`config.mk`:
```
export PLATFORM = sky130hd
export DESIGN_NAME = spiking_lif_layer
export DESIGN_NICKNAME = d
export VERILOG_FILES = /design/src/rtl/spiking_pkg.sv /design/src/rtl/lif_neuron.sv /design/src/rtl/spiking_lif_layer.sv
export SDC_FILE = /design/constraint.sdc
export NUM_CORES = 1
export LEC_CHECK = 0
export CORE_AREA = 2 2 122 124
export DETAILED_ROUTE_END_ITERATION = 8
export DIE_AREA = 0 0 124 126
export HOLD_SLACK_MARGIN = 0.03
export PLACE_DENSITY_LB_ADDON = 0.12
export SYNTH_ARGS = -nofsm -noshare
export SYNTH_HDL_FRONTEND = slang
export SYNTH_SLANG_ARGS = --single-unit
```
`constraint.sdc`:
```
create_clock -name clk -period 5.09 [get_ports clk]
set_clock_uncertainty 0.05 [all_clocks]
set_input_delay 1.018 -clock clk [delete_from_list [all_inputs] [get_ports clk]]
set_output_delay 1.018 -clock clk [all_outputs]
set_load 0.01 [all_outputs]
```
`src/rtl/spiking_pkg.sv`:
```
// Shared definitions for the spiking LIF layer: width defaults, FSM encoding
// and the membrane saturation helper.
package spiking_pkg;

  localparam int DEF_DATA_WIDTH = 16;
  localparam int DEF_VMEM_WIDTH = 20;

  typedef enum logic [1:0] {
    IDLE   = 2'd0,
    UPDATE = 2'd1,
    EMIT   = 2'd2
  } lif_state_e;

  // Clamp a wide signed sum into the signed range of 'width' bits.
  function automatic logic signed [63:0] saturate(input logic signed [63:0] sum,
                                                  input int unsigned       width);
    logic signed [63:0] hi;
    logic signed [63:0] lo;
    hi = (64'sd1 <<< (width - 1)) - 64'sd1;
    lo = -(64'sd1 <<< (width - 1));
    if (sum > hi) begin
      return hi;
    end else if (sum < lo) begin
      return lo;
    end
    return sum;
  endfunction

endpackage

```
`src/rtl/lif_neuron.sv`:
```
// One leaky integrate-and-fire neuron: membrane register, leak, integrate,
// saturate, threshold with soft reset, and a registered spike bit.
module lif_neuron
  import spiking_pkg::*;
#(
  parameter int DATA_WIDTH = DEF_DATA_WIDTH,
  parameter int VMEM_WIDTH = DEF_VMEM_WIDTH,
  parameter int THRESHOLD  = 64,
  parameter int LEAK_SHIFT = 4
) (
  input  logic                         clk,
  input  logic                         rst,
  input  logic signed [DATA_WIDTH-1:0] current,
  input  logic                         update_en,
  input  logic                         clear,
  output logic                         spike
);

  localparam int SW = VMEM_WIDTH + 1;
  localparam logic signed [VMEM_WIDTH-1:0] THR = VMEM_WIDTH'(THRESHOLD);

  logic signed [VMEM_WIDTH-1:0] vmem_q, vmem_d;
  logic signed [VMEM_WIDTH-1:0] leak;
  logic signed [VMEM_WIDTH-1:0] sat;
  logic signed [VMEM_WIDTH-1:0] vmem_next;
  logic signed [SW-1:0]         sum;
  logic                         fire;
  logic                         spike_q, spike_d;

  // One extra bit of headroom holds vmem - leak + current without wrapping.
  always_comb begin
    leak      = vmem_q >>> LEAK_SHIFT;
    sum       = SW'(vmem_q) - SW'(leak) + SW'(current);
    sat       = VMEM_WIDTH'(saturate(64'(sum), VMEM_WIDTH));
    fire      = (sat >= THR);
    vmem_next = fire ? (sat - THR) : sat;

    vmem_d  = vmem_q;
    spike_d = spike_q;
    if (update_en) begin
      spike_d = fire;
      vmem_d  = clear ? '0 : vmem_next;
    end
  end

  always_ff @(posedge clk or posedge rst) begin
    if (rst) begin
      vmem_q  <= '0;
      spike_q <= 1'b0;
    end else begin
      vmem_q  <= vmem_d;
      spike_q <= spike_d;
    end
  end

  assign spike = spike_q;

endmodule

```
`src/rtl/spiking_lif_layer.sv`:
```
// Layer of LIF neurons fed by the systolic array's column currents; one
// spike vector out per accepted current vector, frames of NUM_TIMESTEPS beats.
module spiking_lif_layer
  import spiking_pkg::*;
#(
  parameter int NUM_NEURONS   = 2,
  parameter int DATA_WIDTH    = DEF_DATA_WIDTH,
  parameter int VMEM_WIDTH    = DEF_VMEM_WIDTH,
  parameter int THRESHOLD     = 64,
  parameter int LEAK_SHIFT    = 4,
  parameter int NUM_TIMESTEPS = 8
) (
  input  logic                              clk,
  input  logic                              rst,
  input  logic                              in_valid,
  output logic                              in_ready,
  input  logic [NUM_NEURONS*DATA_WIDTH-1:0] in_data,
  input  logic                              in_last,
  output logic                              out_valid,
  input  logic                              out_ready,
  output logic [NUM_NEURONS-1:0]            out_spike,
  output logic                              out_last,
  output logic [$clog2(NUM_TIMESTEPS)-1:0]  timestep
);

  localparam int TS_W = $clog2(NUM_TIMESTEPS);

  lif_state_e                        state_q;
  logic [NUM_NEURONS*DATA_WIDTH-1:0] data_q;
  logic                              last_q;
  logic [TS_W-1:0]                   ts_q;
  logic                              in_ready_q;
  logic                              out_valid_q;
  logic                              out_last_q;
  logic                              update_en;
  logic                              frame_end;

  assign update_en = (state_q == UPDATE);
  assign frame_end = last_q || (ts_q == TS_W'(NUM_TIMESTEPS - 1));

  // Current vector is pure data; it only needs to be valid in UPDATE.
  always_ff @(posedge clk) begin
    if (in_ready_q && in_valid) begin
      data_q <= in_data;
    end
  end

  always_ff @(posedge clk or posedge rst) begin
    if (rst) begin
      state_q     <= IDLE;
      last_q      <= 1'b0;
      ts_q        <= '0;
      in_ready_q  <= 1'b1;
      out_valid_q <= 1'b0;
      out_last_q  <= 1'b0;
    end else begin
      case (state_q)
        IDLE: begin
          if (in_valid) begin
            last_q     <= in_last;
            in_ready_q <= 1'b0;
            state_q    <= UPDATE;
          end
        end
        UPDATE: begin
          out_valid_q <= 1'b1;
          out_last_q  <= frame_end;
          ts_q        <= frame_end ? '0 : ts_q + TS_W'(1);
          state_q     <= EMIT;
        end
        EMIT: begin
          if (out_ready) begin
            out_valid_q <= 1'b0;
            in_ready_q  <= 1'b1;
            state_q     <= IDLE;
          end
        end
        default: begin
          out_valid_q <= 1'b0;
          in_ready_q  <= 1'b1;
          state_q     <= IDLE;
        end
      endcase
    end
  end

  // Neurons update only in UPDATE; a frame end clears vmem after the spike
  // has been taken from the pre-clear membrane.
  for (genvar i = 0; i < NUM_NEURONS; i++) begin : g_neuron
    lif_neuron #(
      .DATA_WIDTH(DATA_WIDTH),
      .VMEM_WIDTH(VMEM_WIDTH),
      .THRESHOLD (THRESHOLD),
      .LEAK_SHIFT(LEAK_SHIFT)
    ) u_neuron (
      .clk      (clk),
      .rst      (rst),
      .current  (data_q[i*DATA_WIDTH +: DATA_WIDTH]),
      .update_en(update_en),
      .clear    (frame_end),
      .spike    (out_spike[i])
    );
  end

  assign in_ready  = in_ready_q;
  assign out_valid = out_valid_q;
  assign out_last  = out_last_q;
  assign timestep  = ts_q;

endmodule

```
* Word level (Yosys, flattened, before mapping)
Index checks and enable logic that the tools add are counted.
** Storage, ports and cells
- Register bits :: 83
- Latch bits :: 0
- Memory bits (writable) :: 0
- Bits in read-only memories :: 0
- Input port bits :: 37
- Output and inout port bits :: 8
- Word-level logic and storage cells :: 61
- Memories :: 0
** Operators by class
- Add/subtract/negate cells :: 7
- Multiply operators :: 0
- Div/mod/pow operators :: 0
- Magnitude comparators :: 6
- Equality and inequality tests :: 5
- Shift-type cells :: 0
- Multiplexer cells :: 23
- Bitwise gates (word level) :: 2
- Reduce and logical (&&, ||, !) cells :: 7
** Operator list (count)
- $mux 20 :: 10
- $add 21x16->21 :: 2
- $gt 21x20->1 const B :: 2
- $lt 21x20->1 const B :: 2
- $sub 20x16->21 :: 2
- $ge 20x8->1 const B :: 2
- $sub 20x8->20 const B :: 2
- $mux 1 :: 7
- $pmux 1 s3 :: 2
- $pmux 2 s3 :: 1
- $reduce_and 2->1 :: 3
- $mux 2 :: 2
- $ne 2x2->1 const B :: 2
- $add 3x1->3 const B :: 1
- $eq 3x3->1 const B :: 1
- $mux 3 :: 1
- $reduce_and 3->1 :: 1
- $eq 2x1->1 const B :: 1
- $eq 2x2->1 const B :: 1
- $logic_not 2->1 :: 1
- $not 1->1 :: 2
- $logic_and 1x1->1 :: 1
- $logic_or 1x1->1 :: 1

* Depth between registers and ports, before layout
Gate-level depths: netlist of run 1.
- Depth after elaboration :: 9
- Gate-level depth with buffers :: 24
- Mapped depth without buffers :: 22

* Hierarchy
From an unflattened synthesis of run 1, not the netlist that was laid out.
** Second synthesis, totals
- Cells, all modules :: 891
- Area, all modules :: 7896.3 um^2
** Modules (own cells, without submodules)
- lif_neuron at g_neuron[1].u_neuron :: instances 1, cells each 424, area an instance 3349.5 um^2, seq. area each 525.5 um^2
- lif_neuron at g_neuron[0].u_neuron :: instances 1, cells each 403, area an instance 3186.8 um^2, seq. area each 525.5 um^2
- spiking_lif_layer :: instances 1, cells each 64, area an instance 1360.1 um^2, seq. area each 1187.4 um^2

* Least setup slack after synthesis of run 1
OpenSTA, ideal clock, no wires.
- Path type :: reg-to-reg
- Start :: register data_q[15]
- End :: register g_neuron[0].u_neuron.vmem_q[17]
- Library setup time :: 69 ps
- Arrival :: 4774 ps
- Data required time :: 4971 ps
- Slack :: 198 ps
- Cell stages (with the launch flop) :: 22
- Buffers on the path :: 2
- Clock period less this slack :: 4892 ps
- Cells stage by stage :: edfxtp_1 inv_1 fa_1 inv_1 ha_1 a21oi_1 o21ai_0 or3_1 o21ai_0 a211o_1 clkbuf_1 nand2_1 o21ai_0 ha_1 o2111a_1 and4_1 o211ai_1 a221o_1 buf_6 and4_4 a2111o_1 nand3_1
** Between the ends
- Longest elaborated chain between the ends :: 8
- Elaborated cells between the ends (all ways) :: 11
- Those cells by class :: add/sub (2); order compare (3); mux (6)
** Ends and longest elaborated chain
- start: declaration :: line spiking_lif_layer.sv:29 : logic [NUM_NEURONS*DATA_WIDTH-1:0] data_q;
- start signal: assignment :: line spiking_lif_layer.sv:44 : data_q <= in_data;
- $add 21x16->21 (*) :: line lif_neuron.sv:33 : sum = SW'(vmem_q) - SW'(leak) + SW'(current);
- $lt 21x20->1 :: line spiking_pkg.sv:23 : end else if (sum < lo) begin
- $mux 1 :: line spiking_pkg.sv:23
- $mux 1 :: line spiking_pkg.sv:21 : if (sum > hi) begin
- $mux 20 (*) :: line spiking_pkg.sv:26 : return sum;
- $sub 20x8->20 or $ge 20x8->1 (tied branches) :: line lif_neuron.sv:36, lif_neuron.sv:35
- $mux 20 (*) :: line lif_neuron.sv:36 : vmem_next = fire ? (sat - THR) : sat;
- $mux 20 (*) :: line lif_neuron.sv:42 : vmem_d = clear ? '0 : vmem_next;
- end signal: assignment :: line lif_neuron.sv:51 : vmem_q <= vmem_d;
- end: declaration :: line lif_neuron.sv:22 : logic signed [VMEM_WIDTH-1:0] vmem_q, vmem_d;
Every way passes the cells marked *; elsewhere a longest branch is shown, timed or not.
A chain may end at the register's enable or synchronous reset.

* Final worst setup path of run 1
Same ends and word-level chain as after synthesis.

==> out/results.tsv, run 1 <==
metric	value	unit
GR Overflow Total	0	
Post-synth EDFFs	32	
DR vias/cell	5.88	
Max Cap Viol	0	
CTS Buf Count	9	
most frequent cells in the layout	158 x inv_1, 71 x nand2_1, 57 x a21oi_1	
number of routed nets with antenna violations	0	
reg2reg path depth	21	
CP Data Arrival Time	5.12	ns
Fill cells	1232	
Total Neg Setup Slack	0	ns
DIE AREA	0.0156	mm^2
syn nets	1036	
Initial DRT Pass Iterations	5	
Hold Path Class	register to register	
Die Y	126	um
Ports	45	
RSZ-0062 raised after global routing	no	
Worst R2R Setup Slack	0.20	ns
status	completed	
slew at the pin closest to its max-slew limit	1.11	ns
Clk Latency, worst-skew pair	0.36	ns
Final period util	96.1	%
Reg clk slew, reported paths	0.06	ns
Final Hold Vio Count	0	
Iteration-0 DRC Markers	509	
CTS tree	built	
crit end category	register	
Final Instance Area	0.00919	mm^2
final core occ	64.2	%
Ys Warns	0	
Synth Flop Type	dfrtp_1	
register bit total from synthesis	83	
final setup fails	0	
DR vias	6837	
Initial Util	54.5	%
Worst Path Required	5.32	ns
worst path cell trace	inv_2, fa_1, inv_1, ha_1, a21oi_1, o21ai_1, or3_1, o21ai_1, a211o_1, nor2_2, nor2_1, nor2_2, inv_2, ha_4, o2111a_2, and4_1, o211ai_1, a221o_1, and4_4, a2111o_1, nand3_1	
CTS Root Cell	clkbuf_16	
Max Clock Freq	0.204	GHz
cells after synthesis	909	
Placed Area	0.00862	mm^2
Final WS setup	0.198	ns
min-delay src	out_valid$_DFFE_PP0P_	
Die Wd	124	um
Crit. Startpoint	data_q[15]$_DFFE_PP_	
FP Rows	44	
Placer Congestion	0.969	
Core Area	0.0143	mm^2
number of buffers inserted by port buffering	44	
Hold Path Depth	1	
asr flop ratio synth	61.4	%
vias in the first global route	6943	
Synth cell types	75	
Place WS	-0.268	ns
Area Growth Syn to Fin	17.7	%
layout cells sized above 1	14.1	%
most common cell after layout, fill and taps aside	inv_1	
sequential area share after synthesis	28.7	%
antenna violations before repair	0	
worst r2r dst	g_neuron[0].u_neuron.vmem_q[17]$_DFFE_PP0P_	
pin count of the biggest net entering global routing	52	
# diodes	0	
Syn Std Cell Area	0.00780	mm^2
H-tree levels	3	
routed len/inst	17.9	um
first-pass GRT wire length	33500	um
number of hold buffers added after CTS	0	
reg2reg start	data_q[15]$_DFFE_PP_	
Post-route DRC	0	
Pins Over Slew Limit	0	
Avg Inst Size Synth	8.58	um^2
Final nets	1100	
GRT Util Overall	27.6	%
crit path launch type	register	
Worst Hold Endpoint	out_valid$_DFFE_PP0P_	
critical path peak fanout	5	
DPL Wire Length	16000	um
Period minus WS final	4.89	ns
crit path kind	register to register	
CP max stage cell	fa_1	
Detailed Route WL	20800	um
CTS sink cnt	83	
Slew HR	26.2	%
CP peak stage delay	0.54	ns
Max Root-Sink Buffers	2	
## state kept, by name (all words and copies together), names as in the netlist
register / cells
timestep: 3
out_last: 1
last_q: 1
in_ready: 1
state_q: 2
data_q: 32
out_valid: 1
g_neuron.u_neuron.vmem_q: 40
g_neuron.u_neuron.spike: 2
## stage by stage
step | instances | hold slack, ns
finish | 1162 | 0.424
global placement | 1139 | 0.410
floorplan | 909 | 0.401
CTS | 1155 | 0.432
global route | 1162 | 0.442
detailed placement | 1139 | 0.418
## cells by family after synthesis
family                   Yosys count  synth area share (%)
XOR/XNOR                          44                  5.13
flip-flops                        83                  28.7
AND/OR/NAND/NOR                  227                  14.5
AO/OA/AOI/OAI                    242                  20.9
multiplexers                       6                 0.802
adder cells (fa/ha/maj)          105                  20.0
buffers and inverters            202                  10.0
## how the worst max path moves through the flow
stage / slack (ns) / to / depth (start not counted)
6_report: 0.20 / g_neuron[0].u_neuron.vmem_q[17]$_DFFE_PP0P_ / 21
5_1_grt: 0.002 / g_neuron[0].u_neuron.vmem_q[17]$_DFFE_PP0P_ / 21
4_1_cts: 0.0004 / g_neuron[0].u_neuron.vmem_q[7]$_DFFE_PP0P_ / 21
3_5_place_dp: -0.27 / g_neuron[0].u_neuron.vmem_q[7]$_DFFE_PP0P_ / 18
3_3_place_gp: -0.22 / g_neuron[0].u_neuron.vmem_q[7]$_DFFE_PP0P_ / 19
2_1_floorplan: 0.20 / g_neuron[0].u_neuron.vmem_q[17]$_DFFE_PP0P_ / 21
## layer usage
layer  share of wire (%)  up-vias  global-route usage [%]
met5                   0        -                       0
met4                 2.7        0                    10.0
met3                 3.8       50                    3.44
met2                  51      187                    48.6
met1                  42     3324                    34.3
li1                    -     3276                       -
## timing repair
item | in CTS | in global routing
buffers inserted | 0 | 7
gates resized for setup | 5 | 59
setup endpoints to repair | 17 | 27
gates cloned | 0 | 0
pin swaps | 2 | 11
## cell type report
| cell class | count | area, um^2 | area share [%] |
|---|---|---|---|
| tap | 184 | 230 | 2.51 |
| sequential | 83 | 2240 | 24.4 |
| timing repair buffer | 93 | 808 | 8.80 |
| inverter | 162 | 608 | 6.62 |
| clock buffer | 10 | 229 | 2.49 |
| multi-input combinational | 624 | 4990 | 54.4 |
| clock inverter | 6 | 73.8 | 0.804 |
## synthesized netlist by cell type (4+ instances only)
cell,number,area (um^2)
and2_1,5,31.3
inv_1,162,608
buf_2,8,40.0
nand3_1,22,110
nor2_1,45,169
nand4_1,17,106
maj3_1,14,140
ha_1,52,651
a21o_1,15,113
nand2b_1,6,37.5
a211oi_1,11,82.6
and3_1,8,50.1
o21a_1,10,75.1
or3_1,8,50.1
a31oi_1,5,31.3
nand2_1,72,270
dfrtp_1,50,1250
o21bai_1,4,30.0
mux2i_1,4,40.0
a21oi_1,67,335
o211ai_1,15,113
xor2_1,14,123
o21ai_0,48,240
edfxtp_1,32,961
clkbuf_1,29,109
xnor2_1,28,245
nor3_1,15,75.1
o31ai_1,6,45.0
fa_1,38,761
nor4_1,6,37.5
a22o_1,18,158
## worst max-delay path: cells and delay by family (launching register included)
kind            cells  cell delay (ns)
compound gates      8             2.03
simple gates        7             1.13
fa+ha+maj           3             1.00
flops               1             0.39
buf+inv             3             0.22
Power of run 1 is left out: the tool's default activity adds up to more than one toggle a clock period on the data nets, which glitch-free logic cannot reach.
==> run 2: changes to the inputs <==
- CTS_CLUSTER_SIZE: default -> 24
==> results of run 2 <==
No change in the layout: final DEF, timing and power equal those of run 1.
Power of run 2 is left out for the same reason.
==> run 3: changes to the inputs <==
--- a/constraint.sdc
+++ b/constraint.sdc
@@ -4,2 +4,2 @@
 set_output_delay 1.018 -clock clk [all_outputs]
-set_load 0.01 [all_outputs]
+set_load 0.005 [all_outputs]
==> results of run 3 <==
No change in the layout: final DEF, timing and power equal those of run 1.
Power of run 3 is left out for the same reason.
